==> src/rtl/simon_pkg.sv <==
// Shared types, constants and symbol helpers for the Simon memory-game sequencer.
package simon_pkg;

  typedef enum logic [2:0] {
    StIdle,
    StShowGap,
    StShowOn,
    StWaitInput,
    StWin,
    StLose
  } state_e;

  typedef logic [1:0] symbol_t;

  // Fibonacci taps 16,14,13,11 expressed as a mask over lfsr bits [15:0].
  localparam logic [15:0] LfsrTaps = 16'hB400;

  function automatic logic [3:0] sym_to_onehot(symbol_t s);
    return 4'b0001 << s;
  endfunction

  function automatic logic is_onehot(logic [3:0] v);
    return (v != 4'b0000) && ((v & (v - 4'd1)) == 4'b0000);
  endfunction

  function automatic symbol_t onehot_to_sym(logic [3:0] v);
    symbol_t s;
    s = '0;
    for (int i = 0; i < 4; i++) begin
      if (v[i]) s = symbol_t'(i);
    end
    return s;
  endfunction

endpackage

==> src/rtl/simon_lfsr.sv <==
// Free-running 16-bit Fibonacci LFSR; the low two bits serve as the next game symbol.
module simon_lfsr
  import simon_pkg::*;
#(
  parameter logic [15:0] Seed = 16'hACE1
) (
  input  logic    clk,
  input  logic    rst_n,
  output symbol_t sym_o
);

  logic [15:0] lfsr_q, lfsr_d;

  assign lfsr_d = {lfsr_q[14:0], ^(lfsr_q & LfsrTaps)};
  assign sym_o  = lfsr_q[1:0];

  always_ff @(posedge clk or negedge rst_n) begin
    if (!rst_n) lfsr_q <= Seed;
    else        lfsr_q <= lfsr_d;
  end

endmodule

==> src/rtl/simon_sequencer.sv <==
// Simon game engine: plays a growing random symbol sequence on the LEDs and checks button answers.
// Define SIMON_TIMEOUT_EN to make an unanswered WAIT_INPUT fall into LOSE after TIMEOUT_CYCLES.
module simon_sequencer
  import simon_pkg::*;
#(
  parameter int unsigned MAX_LEN        = 16,
  parameter int unsigned SHOW_CYCLES    = 12_500_000,
  parameter int unsigned GAP_CYCLES     = 6_250_000,
  parameter int unsigned TIMEOUT_CYCLES = 100_000_000,
  parameter logic [15:0] LFSR_SEED      = 16'hACE1
) (
  input  logic                             clk,
  input  logic                             rst_n,
  input  logic                             start_i,
  input  logic [3:0]                       botao_i,
  output logic [3:0]                       led_o,
  output logic                             busy_o,
  output logic                             win_o,
  output logic                             lose_o,
  output logic [$clog2(MAX_LEN + 1)-1:0]   level_o
);

  localparam int unsigned LvlW   = $clog2(MAX_LEN + 1);
  localparam int unsigned AddrW  = (MAX_LEN > 1) ? $clog2(MAX_LEN) : 1;
  localparam int unsigned MaxSg  = (SHOW_CYCLES > GAP_CYCLES) ? SHOW_CYCLES : GAP_CYCLES;
  localparam int unsigned MaxCyc = (TIMEOUT_CYCLES > MaxSg) ? TIMEOUT_CYCLES : MaxSg;
  localparam int unsigned CntW   = $clog2(MaxCyc + 1);

  localparam logic [CntW-1:0] GapLoad  = CntW'(GAP_CYCLES - 1);
  localparam logic [CntW-1:0] ShowLoad = CntW'(SHOW_CYCLES - 1);
  localparam logic [CntW-1:0] TmoLoad  = CntW'(TIMEOUT_CYCLES - 1);

  state_e          state_q;
  logic [CntW-1:0] cnt_q;
  logic [LvlW-1:0] idx_q, level_q, idx_next;
  logic [3:0]      led_q;
  symbol_t         mem_q [MAX_LEN];
  logic [3:0]      sync1_q, sync_q, prev_q;
  symbol_t         lfsr_sym, cur_sym;
  logic            press;

  simon_lfsr #(
    .Seed (LFSR_SEED)
  ) u_lfsr (
    .clk   (clk),
    .rst_n (rst_n),
    .sym_o (lfsr_sym)
  );

  assign idx_next = idx_q + LvlW'(1);
  assign cur_sym  = mem_q[idx_q[AddrW-1:0]];
  assign press    = (prev_q == 4'b0000) && (sync_q != 4'b0000);

  // Edge detector keeps tracking in every state so held buttons never count as a fresh press.
  always_ff @(posedge clk or negedge rst_n) begin
    if (!rst_n) begin
      sync1_q <= '0;
      sync_q  <= '0;
      prev_q  <= '0;
    end else begin
      sync1_q <= botao_i;
      sync_q  <= sync1_q;
      prev_q  <= sync_q;
    end
  end

  always_ff @(posedge clk or negedge rst_n) begin
    if (!rst_n) begin
      state_q <= StIdle;
      cnt_q   <= '0;
      idx_q   <= '0;
      level_q <= '0;
      led_q   <= '0;
      for (int unsigned i = 0; i < MAX_LEN; i++) mem_q[i] <= '0;
    end else if (start_i) begin
      state_q  <= StShowGap;
      cnt_q    <= GapLoad;
      idx_q    <= '0;
      level_q  <= LvlW'(1);
      led_q    <= '0;
      mem_q[0] <= lfsr_sym;
    end else begin
      unique case (state_q)
        StIdle: led_q <= '0;
        StShowGap: begin
          if (cnt_q == '0) begin
            state_q <= StShowOn;
            cnt_q   <= ShowLoad;
            led_q   <= sym_to_onehot(cur_sym);
          end else begin
            cnt_q <= cnt_q - CntW'(1);
          end
        end
        StShowOn: begin
          if (cnt_q == '0) begin
            led_q <= '0;
            if (idx_next == level_q) begin
              state_q <= StWaitInput;
              idx_q   <= '0;
              cnt_q   <= TmoLoad;
            end else begin
              state_q <= StShowGap;
              idx_q   <= idx_next;
              cnt_q   <= GapLoad;
            end
          end else begin
            cnt_q <= cnt_q - CntW'(1);
          end
        end
        StWaitInput: begin
          led_q <= sync_q;
          if (press) begin
            cnt_q <= TmoLoad;
            if (!is_onehot(sync_q) || (onehot_to_sym(sync_q) != cur_sym)) begin
              state_q <= StLose;
              cnt_q   <= ShowLoad;
              led_q   <= 4'b1111;
            end else if (idx_next == level_q) begin
              idx_q <= '0;
              if (level_q == LvlW'(MAX_LEN)) begin
                state_q <= StWin;
                led_q   <= 4'b1111;
              end else begin
                mem_q[level_q[AddrW-1:0]] <= lfsr_sym;
                level_q <= level_q + LvlW'(1);
                state_q <= StShowGap;
                cnt_q   <= GapLoad;
                led_q   <= '0;
              end
            end else begin
              idx_q <= idx_next;
            end
          end
`ifdef SIMON_TIMEOUT_EN
          else if (cnt_q == '0) begin
            state_q <= StLose;
            cnt_q   <= ShowLoad;
            led_q   <= 4'b1111;
          end else begin
            cnt_q <= cnt_q - CntW'(1);
          end
`endif
        end
        StWin: led_q <= 4'b1111;
        StLose: begin
          if (cnt_q == '0) begin
            led_q <= ~led_q;
            cnt_q <= ShowLoad;
          end else begin
            cnt_q <= cnt_q - CntW'(1);
          end
        end
        default: state_q <= StIdle;
      endcase
    end
  end

  assign led_o   = led_q;
  assign level_o = level_q;
  assign busy_o  = (state_q == StShowGap) || (state_q == StShowOn) || (state_q == StWaitInput);
  assign win_o   = (state_q == StWin);
  assign lose_o  = (state_q == StLose);

endmodule

==> config.mk <==
export PLATFORM = sky130hd
export DESIGN_NAME = simon_sequencer
export DESIGN_NICKNAME = d
export VERILOG_FILES = /design/src/rtl/simon_pkg.sv /design/src/rtl/simon_lfsr.sv /design/src/rtl/simon_sequencer.sv
export SDC_FILE = /design/constraint.sdc
export NUM_CORES = 1
export LEC_CHECK = 0
export BUFFER_PORTS_ARGS = -buffer_cell sky130_fd_sc_hd__buf_2
export CORE_MARGIN = 8
export CORE_UTILIZATION = 55
export CTS_BUF_LIST = sky130_fd_sc_hd__clkbuf_16
export DETAILED_ROUTE_END_ITERATION = 7
export GPL_ROUTABILITY_DRIVEN = 0
export PLACE_DENSITY = 0.79
export SYNTH_ARGS = -nofsm -noshare
export SYNTH_HDL_FRONTEND = slang
export SYNTH_HIERARCHICAL = 1
export SYNTH_SLANG_ARGS = --single-unit
==> constraint.sdc <==
create_clock -name clk -period 7 [get_ports clk]
set_clock_uncertainty 0.2 [all_clocks]
set_input_delay 1.75 -clock clk [delete_from_list [all_inputs] [get_ports clk]]
set_output_delay 1.75 -clock clk [all_outputs]
set_load 0.05 [all_outputs]
; Word-level counts from Yosys, hierarchy flattened
; Cells that the tools add are included.
[classes]
add_sub_neg = 4
order_cmp = 3
eq_ne = 17
n_shift = 1
n_mux = 57
bitwise_logic = 7
n_reduce_logical = 27
[ops]
columns = cell, count
row1 = $mux 27, 8
row2 = $mux 32, 5
row3 = $pmux 27 s3, 1
row4 = $mux 5, 11
row5 = $bwmux 32, 1
row6 = $mux 4, 8
row7 = $logic_not 27->1, 1
row8 = $sub 27x1->27 const B, 1
row9 = $pmux 4 s6, 1
row10 = $mux 3, 7
row11 = $mux 2, 10
row12 = $reduce_xor 16->1, 1
row13 = $ne 3x3->1 const B, 4
row14 = $pmux 3 s4, 1
row15 = $add 5x1->5 const B, 2
row16 = $ge 5x5->1 const B, 2
row17 = $not 4->5, 2
row18 = $pmux 5 s2, 1
row19 = $reduce_and 5->1, 2
row20 = $bmux 2 s4, 1
row21 = $demux 2 s4, 1
row22 = $logic_not 4->1, 2
row23 = $reduce_and 4->1, 2
row24 = $reduce_bool 4->1, 2
row25 = other kinds (28), 39
[totals]
reg_bits = 104
in_bits = 7
output_inout_bits = 12
word_cells = 141

; Longest topological paths before layout
[logic_depth]
depth_word = 12
depth_mapped = 12
mapped_depth_nobuf = 9

; Modules after synthesis
; The synthesis kept the hierarchy.
[by_module_without_submodules]
columns = module, instances, cells_each, area_per_inst_um2, seq_area_each_um2
row1 = simon_sequencer, 1, 571, 5455.2, 2202.1
row2 = simon_lfsr, 1, 21, 451.7, 410.4

; Least setup slack after synthesis
; OpenSTA, ideal clock, no wires.
[synth_path]
kind = flip-flop to output port
startpoint = register state_q[1]
endpoint = output port lose_o
arrival_time_ns = 1.761
required_time_ns = 5.050
slack_ns = 3.289
path_stages_with_launch = 4
path_buffers = 2
path_cell_list = dfrtp_1 -> clkbuf_1 -> clkbuf_1 -> nor3_1
[synth_between]
elab_chain_len = 1
[synth_lines]
columns = item, line
row1 = from (decl), simon_sequencer.sv:33  ; state_e state_q;
row2 = from (signal assigned), simon_sequencer.sv:69  ; state_q <= StIdle;
row3 = from (signal assigned), simon_sequencer.sv:76  ; state_q <= StShowGap;
row4 = from (signal assigned), simon_sequencer.sv:87  ; state_q <= StShowOn;
row5 = $eq 3x3->1, simon_sequencer.sv:162  ; assign lose_o = (state_q == StLose);
row6 = to (decl), simon_sequencer.sv:19  ; output logic lose_o,
; Every way passes these cells.

; Worst setup path after layout
[layout_path]
startpoint = register idx_q[0]
endpoint = register mem_q[5] (netlist name)
[layout_between]
elab_chain_len = 8
elab_cells_between_ends = 10
classes_between = add/sub (1) / eq/ne (2) / mux (3) / bitwise (2) / reduce/logical (2)
[layout_lines]
columns = item, line
row1 = from (decl), simon_sequencer.sv:35  ; logic [LvlW-1:0] idx_q, level_q, idx_next;
row2 = from (signal assigned), simon_sequencer.sv:103  ; idx_q <= idx_next;
row3 = from (signal assigned), simon_sequencer.sv:131  ; idx_q <= idx_next;
row4 = $not 4->5 (not written as such), simon_sequencer.sv:51  ; assign cur_sym = mem_q[idx_q[AddrW-1:0]];
row5 = $bmux 2 s4, simon_sequencer.sv:51
row6 = $mux 2 (not written as such) (2 in a row), simon_sequencer.sv:51
row7 = $ne 2x2->1, simon_sequencer.sv:114  ; if (!is_onehot(sync_q) || (onehot_to_sym(sync_q) != cur_sym)) begin
row8 = $logic_or 1x1->1, simon_sequencer.sv:114
row9 = $not 1->1 (no line), --
row10 = $reduce_and 6->1 (no line) (*), --
row11 = "to (signal, indexed assignment)", simon_sequencer.sv:124  ; mem_q[level_q[AddrW-1:0]] <= lfsr_sym;
row12 = to (decl), simon_sequencer.sv:37  ; symbol_t mem_q [MAX_LEN];
; Mark *: on every way between the ends. The rest lies on a longest branch, timed or not. The select of a mux whose other input is x is not followed.
; A chain may end at the register's enable or synchronous reset.

==> results.sh <==
export IMPL_drt_initial_drc_count=601
export IMPL_drt_wirelength_per_cell_um=19.53
export IMPL_cts_resized=0
export IMPL_critPathArrivalTime_ps=4120
export IMPL_p_per_area_nw_per_um2=190.9
export IMPL_path_delay_family="simple AND/OR/NAND/NOR gates"
export IMPL_final_min_clock_period_ps=4083
export IMPL_fmaxAchievable_mhz=244.9
export IMPL_first_global_vias=4862
export IMPL_internal_power_mw=0.9349
export IMPL_routed_wl_um=14350
export IMPL_cts_hold_buf=0
export IMPL_power_switching_mw=0.2763
export IMPL_drive_gt1_share_pct=15.13
export IMPL_final_common_cell="dfrtp_1"
export IMPL_synth_seq_cells=104
export IMPL_syn_inst=592
export IMPL_grt_max_degree=73
export IMPL_dieArea_um2=14310
export IMPL_drc=0
export IMPL_clockBufferDepth=2
export IMPL_p_clk_share_pct=43.8
export IMPL_syn_area_per_cell_um2=9.978
export IMPL_insertion_delay_ps=350
export IMPL_portBuffers=18
export IMPL_final_setup_tns_ps=0
export IMPL_final_util_pct=59.59
export IMPL_status="complete, no violations"
export IMPL_numClockSinks=104
export IMPL_crit_chain="ha_1, nand3_1, xnor2_1, nand3_1, nor3_1, nand2_1, or4_1, mux2_1"
export IMPL_stdcell_count=735
export IMPL_synth_flop_cell="dfrtp_1"
export IMPL_swShare_pct=22.81
export IMPL_p_comb_share_pct=5.3
export IMPL_start_kind="register"
export IMPL_die_x_um=119.6
export IMPL_initial_core_util_pct=55.46
export IMPL_synth_edff_count=0
export IMPL_crit_path_top_delay_cell="dfrtp_1"
export IMPL_slew_headroom_pct=35.95
export IMPL_ir_drop_mv=0.1462
export IMPL_viasPerCell=6.747
export IMPL_final_cell_mix="dfrtp_1 (96), nand2_1 (50), nor2_1 (45)"
export IMPL_crit_buf_inv=0
export IMPL_rsz0062_at_grt="no"
export IMPL_crit_fanout=25
export IMPL_critical_path_class="reg -> reg"
export IMPL_h_tree_depth=3
export IMPL_area_growth_pct=7.435
export IMPL_postRouteAntennaNets=0
export IMPL_via_count=4959
export IMPL_placed_cells=719
export IMPL_crit_top_cell="nand3_1"
export IMPL_period_share_pct=58.33
export IMPL_dr_pass1_iters=7
export IMPL_rows=38
export IMPL_final_setup_viol_count=0
export IMPL_synth_fp_nets=606
export IMPL_worst_pin_slew_ps=958.4
export IMPL_grt_use_total_pct=20.72
export IMPL_cap_violations=0
export IMPL_p_leak_nw=2.554
export IMPL_antenna_found_initial=0
export IMPL_diodes=0
export IMPL_nNetsFinal=604
export IMPL_hp_class="reg -> reg"
export IMPL_total_power_mw=1.211
export IMPL_core_um2=10650
export IMPL_dp_hpwl_um=9845
export IMPL_grt_overflow=0
export IMPL_cts_tree="yes"
export IMPL_finalHoldViolCount=0
export IMPL_slowest_delay_ps=830
export IMPL_cp_required_ps=7040
export IMPL_cts_inserted_buffers=9
export IMPL_ys_types=68
export IMPL_clk_pin_slew_ps=70
export IMPL_die_h_um=119.6
export IMPL_final_max_slew_violation_count=0
export IMPL_synthArstFlopShare_pct=100.0
export IMPL_root_buffer="clkbuf_16"
export IMPL_seq_area_frac_synth_pct=44.23
export IMPL_cts_setup_buffers=0
export IMPL_end_kind="register"
export IMPL_grt_pass1_wl_um=24410
export IMPL_power_frac_seq_pct=50.9
export IMPL_pin_count=19
export IMPL_netlist_area_um2=5907
export IMPL_ys_warn_count=6
[stage by stage]
stage | hold slack (ps) | instance area, um^2 | setup WS (ps)
after floorplan | 131.2 | 5907 | 3289
after global placement | 134.9 | 6032 | 3059
after detailed placement | 136.3 | 6032 | 2970
after CTS | 155.9 | 6346 | 2953
after global routing | 155.5 | 6346 | 2567
final | 153.5 | 6346 | 2917
[registers in the layout, indices dropped and copies added, names as in the netlist]
register / cells
cnt_q: 27
idx_q: 5
led_o: 4
level_o: 5
mem_q: 32
prev_q: 4
state_q: 3
sync1_q: 4
sync_q: 4
u_lfsr/lfsr_q: 16
[power groups by stage]
stage          combinational [mW]  clock (mW)  sequential [mW]
2_1_floorplan              0.0408           0            0.623
3_3_place_gp               0.0619           0            0.627
3_5_place_dp               0.0634           0            0.628
4_1_cts                    0.0640       0.538            0.616
5_1_grt                    0.0724       0.560            0.618
6_report                   0.0641       0.530            0.617
[final timing paths]
kind	slack, ps	to	cells after the start	from
max	2920	mem_q[5]	8	idx_q[0]
min in group asynchronous	1120	mem_q[31]	1	rst_n
max reg2reg	2920	mem_q[5]	8	idx_q[0]
max in group asynchronous	4250	led_o[2]	2	rst_n
min reg2reg	150	sync_q[3]	0	sync1_q[3]
min	150	sync_q[3]	0	sync1_q[3]
[routing by layer]
layer  vias up  part of all wire [%]  track usage [%]
met2       286                    46            31.82
met1      2406                    42            27.41
met5         -                     0                0
met3        53                   8.6            5.589
li1       2214                     -                -
met4         0                   2.7            8.119
[Yosys cell counts (all sizes together), types with 3 or more instances]
master / instances / area share (%)
a2111oi: 3 / 0.44
a211oi: 8 / 1.4
a21oi: 24 / 2.0
a221oi: 7 / 1.2
a22o: 4 / 0.59
a22oi: 4 / 0.59
a311oi: 3 / 0.44
a31oi: 10 / 1.1
a32oi: 3 / 0.44
and2: 10 / 1.1
and3: 6 / 0.64
buf: 10 / 1.5
clkbuf: 25 / 1.6
dfrtp: 96 / 41
dfstp: 8 / 3.6
ha: 7 / 1.5
inv: 12 / 0.76
mux2: 33 / 6.7
mux2i: 6 / 1.0
mux4: 6 / 2.3
nand2: 50 / 3.2
nand2b: 7 / 0.74
nand3: 25 / 2.1
nand4: 4 / 0.42
nor2: 45 / 2.9
nor2b: 5 / 0.53
nor3: 29 / 2.5
nor4: 21 / 2.9
nor4b: 4 / 0.59
o2111ai: 3 / 0.44
o211ai: 8 / 1.0
o21ai: 28 / 2.4
o22a: 3 / 0.44
o22ai: 5 / 0.53
o31ai: 9 / 1.3
o41ai: 3 / 0.44
or2: 4 / 0.42
or3: 9 / 0.95
or4: 9 / 1.3
xnor2: 9 / 1.3
xor2: 8 / 1.2
[cells by family after synthesis]
| family | synth area share, % |
|---|---|
| AOI/OAI and AO/OA | 17.24 |
| buffers and inverters | 3.961 |
| and+or+nand+nor | 20.59 |
| muxes | 9.977 |
| DFF | 44.23 |
| xor gates and xnor gates | 2.521 |
| adders and majority gates | 1.483 |
[final cells by class]
| cell class | count | area, um^2 |
|---|---|---|
| timing repair buffer | 22 | 122.6 |
| sequential | 104 | 2613 |
| fill | 895 | 4304 |
| tap | 140 | 175.2 |
| multi-input combinational | 439 | 3069 |
| inverter | 14 | 52.55 |
| clock buffer | 9 | 225.2 |
| clock inverter | 7 | 88.84 |
No activity file was read; power rests on OpenSTA's default activity.
